## src/rtl/gpio_pad_ctrl.sv

```systemverilog
// Per-pin GPIO pad controller: registered push-pull/open-drain output drive,
// synchronised and debounced input with sticky edge-pending bits and one IRQ.
module gpio_pad_ctrl #(
  parameter int unsigned NPINS        = 8,
  parameter int unsigned DEBOUNCE_CYC = 4,
  parameter int unsigned CNT_W        = 8
) (
  input  logic             clk_i,
  input  logic             rstn_i,
  input  logic [NPINS-1:0] out_val_i,
  input  logic [NPINS-1:0] oe_i,
  input  logic [NPINS-1:0] od_i,
  output logic [NPINS-1:0] pad_i_o,
  output logic [NPINS-1:0] pad_t_o,
  input  logic [NPINS-1:0] pad_o_i,
  output logic [NPINS-1:0] in_val_o,
  input  logic [NPINS-1:0] rise_en_i,
  input  logic [NPINS-1:0] fall_en_i,
  input  logic [NPINS-1:0] irq_clr_i,
  output logic [NPINS-1:0] rise_pend_o,
  output logic [NPINS-1:0] fall_pend_o,
  output logic             irq_o
);

  localparam logic [CNT_W-1:0] CNT_LAST = CNT_W'(DEBOUNCE_CYC - 1);

  logic [NPINS-1:0] s1, s2, in_val;
  logic [NPINS-1:0] rise_pend, fall_pend;
  logic [NPINS-1:0] accept, rise_set, fall_set;
  logic [CNT_W-1:0] cnt     [NPINS];
  logic [CNT_W-1:0] cnt_nxt [NPINS];

  // Open-drain pins only ever drive low; a 1 releases the pad.
  always_ff @(posedge clk_i or negedge rstn_i) begin
    if (!rstn_i) begin
      pad_i_o <= '0;
      pad_t_o <= '1;
    end else begin
      pad_i_o <= out_val_i & ~od_i;
      pad_t_o <= (od_i & out_val_i) | (~od_i & ~oe_i);
    end
  end

  always_ff @(posedge clk_i or negedge rstn_i) begin
    if (!rstn_i) begin
      s1 <= '0;
      s2 <= '0;
    end else begin
      s1 <= pad_o_i;
      s2 <= s1;
    end
  end

  always_comb begin
    accept = '0;
    for (int unsigned i = 0; i < NPINS; i++) begin
      cnt_nxt[i] = '0;
      if (s2[i] != in_val[i]) begin
        if (cnt[i] == CNT_LAST) accept[i] = 1'b1;
        else                    cnt_nxt[i] = cnt[i] + 1'b1;
      end
    end
    rise_set = accept &  s2 & rise_en_i;
    fall_set = accept & ~s2 & fall_en_i;
  end

  // A new edge on the same cycle as a clear keeps the pending bit set.
  always_ff @(posedge clk_i or negedge rstn_i) begin
    if (!rstn_i) begin
      in_val    <= '0;
      rise_pend <= '0;
      fall_pend <= '0;
      for (int unsigned i = 0; i < NPINS; i++) cnt[i] <= '0;
    end else begin
      in_val    <= in_val ^ accept;
      rise_pend <= rise_set | (rise_pend & ~irq_clr_i);
      fall_pend <= fall_set | (fall_pend & ~irq_clr_i);
      for (int unsigned i = 0; i < NPINS; i++) cnt[i] <= cnt_nxt[i];
    end
  end

  assign in_val_o    = in_val;
  assign rise_pend_o = rise_pend;
  assign fall_pend_o = fall_pend;
  assign irq_o       = |(rise_pend | fall_pend);

endmodule

```

## config.mk

```make
export PLATFORM = sky130hd
export DESIGN_NAME = gpio_pad_ctrl
export DESIGN_NICKNAME = d
export VERILOG_FILES = /design/src/rtl/gpio_pad_ctrl.sv
export SDC_FILE = /design/constraint.sdc
export NUM_CORES = 1
export LEC_CHECK = 0
export CORE_UTILIZATION = 50
export DETAILED_ROUTE_END_ITERATION = 12
export GPL_TIMING_DRIVEN = 0
export PLACE_DENSITY = 0.78
export SETUP_SLACK_MARGIN = 0.15
export SLEW_MARGIN = 5
export SYNTH_ARGS = -nofsm -noshare
export SYNTH_HDL_FRONTEND = slang
export SYNTH_SLANG_ARGS = --single-unit
```

## constraint.sdc

```tcl
create_clock -name clk_i -period 5.47 [get_ports clk_i]
set_input_delay 0.8205 -clock clk_i [delete_from_list [all_inputs] [get_ports clk_i]]
set_output_delay 0.8205 -clock clk_i [all_outputs]
set_load 0.01 [all_outputs]
```

==> impl_metrics.toml <==
[die]
dieArea_um2 = 10300
die_height_um = 101
core_um2 = 9420
die_w_um = 101
start_util = 0.525
pin_count = 99
rows = 35

[worst_setup_path]
path_buf_inv = 1
crit_type = "reg -> out"
cp-start-kind = "flip-flop"
crit_fanout = 3
worst_ep_required_time_ns = 4.65
crit_arrival_ns = 2.15
crit_path_end_kind = "output pin"
slowest_delay_ns = 0.56
cp_cell_sequence = "nor4_1 -> nand4_1 -> clkdlybuf4s50_1"
crit_family = "simple AND/OR/NAND/NOR gates"
cp_slowest_cell = "nor4_1"

[synth]
syn-num-nets = 506
synth_area_leaders = "dfrtp_1 57%, dfstp_2 4.3%, xor2_1 4.3%, nand2_1 3.4%, o21ai_0 3.0%"
syn_area_um2 = 4940
syn_inst = 440
yosys.area.top_type_share = 0.567
syn_avg_cell_area_um2 = 11.2
synth_cell_types = 31
synth_top_area_cell = "dfrtp_1"
synth_seq_cells = 120
seq_area_frac_synth = 0.609
synth_warnings = 0

[sta]
tns_ns = 0
setup_ws_ns = 2.50
finalSetupViolations = 0
final_max_slew_viol_count = 0
worst_pin_slew_ns = 0.585
skew_ns = 0.00577
hold_viol = 0
fin_crit_ns = 2.97
period_share = 0.542
fmax_mhz = 337
holdWs_ns = 0.227
max-slew-margin-rel = 0.606
rsz0062_at_grt = "false"

[finish]
fill_cells = 681
fin_nets = 624
multiInputGateArea_um2 = 1860
syn2layout_area_growth_pct = 36.5
final_cells = 700
ff_latch_area_um2 = 3010
diodes = 0
layout-drive-gt1-share = 0.0981

[run]
maxCapViolCount = 0

[clock_network]
numCtsBuffers = 17
cts_setup_buffers = 0
worstSkewPairLatency_ns = 0.51
cts.sinks = 120
cts_buffer_depth = 2
path_clk_slew_ns = 0.05
hold_buffers = 0
clock_tree.root_cell = "clkbuf_8"
ctsResizeCount = 0
cts_tree = "yes"
htreeDepth = 4

[route]
final_antenna_net_count = 0
vias = 3720
firstDrtPassIters = 4
wl_um = 10000
routed_via_density = 5.31
drc_errors = 0
wl_per_cell_um = 14.3
drt_iter0_drc = 120

[placement]
dpl.cell_count = 668
dp_hpwl_um = 7020
place_ws_ns = 3.05
finalWeightedCongestion = 0.824
port_buffers = 98

[power]
ir_drop_v = 0.000233
switchingPower_mw = 0.752
seq_power_share = 0.397
power_density_nw_per_um2 = 422
clkPwrFrac = 0.410
power.leakage_nw = 2.84
p_sw_frac = 0.264
comb_power_share = 0.193
p_int_mw = 2.10

[grt]
grt_overflow = 0
grt_pass1_vias = 3800
grt_pass1_wl_um = 16900
antenna_found_initial = 0
grt_max_degree = 77
groute.usage.overall = 0.218

[min_path]
min_path_type = "in -> async"

[status]
outcome = "completed"
==> metal layers <==
layer / share of wire / wire length, um / GRT usage / up-vias
met5: 0 / 0 / 0 / -
met4: 0.015 / 150 / 0.0814 / 0
met3: 0.076 / 761 / 0.0925 / 14
met2: 0.47 / 4760 / 0.346 / 104
met1: 0.43 / 4360 / 0.266 / 1788
li1: - / - / - / 1814
==> power by group through the flow <==
stage                     Combinational, mW  Clock (mW)  Sequential [mW]
after floorplan                       0.292           0             1.14
after global placement                0.528           0             1.14
after detailed placement              0.550           0             1.14
after CTS                             0.560        1.19             1.13
after global routing                  0.620        1.23             1.15
final                                 0.550        1.17             1.13
==> Yosys cell counts (all sizes together) <==
cell	n
dfstp	8
o32ai	16
o21bai	1
xor2	24
nand4	8
or3	24
mux2i	1
nor3	2
o21ai	30
xnor2	8
ha	8
nand2b	2
and2	1
a21oi	25
and3	7
a21bo	7
nor3b	5
or4	2
dfrtp	112
nor4b	2
nor2	32
inv	18
o31ai	2
nor2b	7
nand3	26
nor4	9
nand2	45
mux2	8
==> stage by stage <==
step	power, mW	area (um^2)	utilization
final	2.85	6750	0.717
after global routing	3.00	6750	0.717
after CTS	2.88	6750	0.717
after detailed placement	1.69	6110	0.649
after global placement	1.66	6090	0.646
after floorplan	1.43	4940	-
==> flip-flops by register name (all words and copies together) (netlist names), named ones only <==
name and cells:
fall_pend_o 8, pad_i_o 8, s1 8, rise_pend_o 8, pad_t_o 8, cnt 64, s2 8
==> cells in the final DEF, fill, tap and decap left out, drive strengths merged, types with 2 or more instances in the layout <==
cell type      synthesis  routed
nor3b                  5       5
nor4                   9       9
a21oi                 25      25
clkinv                 0       2
nand2                 45      45
or4                    2       2
nor4b                  2       2
o31ai                  2       2
buf                    0       2
nor3                   2       2
a21bo                  7       7
o21ai                 30      30
clkdlybuf4s50          0      97
clkbuf                 0      25
nand2b                 2       2
ha                     8       8
nor2                  32      32
or3                   24      24
nand3                 26      26
o32ai                 16      16
dfrtp                112     112
nand4                  8       8
and3                   7       7
bufinv                 0       4
inv                   18      18
dfstp                  8       8
nor2b                  7       7
mux2                   8       8
xnor2                  8       8
xor2                  24      24
==> path summary, 6_finish.rpt <==
path	start	end	slack, ns	cells past startpoint
max	rise_pend_o[2]	irq_o	2.50	3
min	rstn_i	cnt[22]	0.23	1
max reg2reg	cnt[60]	flip-flop	3.66	3
min reg2reg	s1[0]	s2[0]	0.35	0
max in group asynchronous	rstn_i	pad_t_o[4]	4.51	2
min in group clk_i	s1[0]	s2[0]	0.35	0
==> kinds of logic after synthesis <==
kind of cell / share of synthesized area
AOI/OAI and AO/OA: 0.103
DFF: 0.609
and+or+nand+nor: 0.176
xor gates and xnor gates: 0.0567
adders and majority gates: 0.0202
buffers and inverters: 0.0137
muxes: 0.0210
==> cell type report <==
cell class | count | share of cell area
well taps | 129 | 0.0239
repair buffers | 99 | 0.150
flip-flops and latches | 120 | 0.447
clock inverters | 7 | 0.0204
clock buffers | 25 | 0.0733
multi-input cells | 302 | 0.276
inverters | 18 | 0.0100
(Power assumes the default switching activity.)
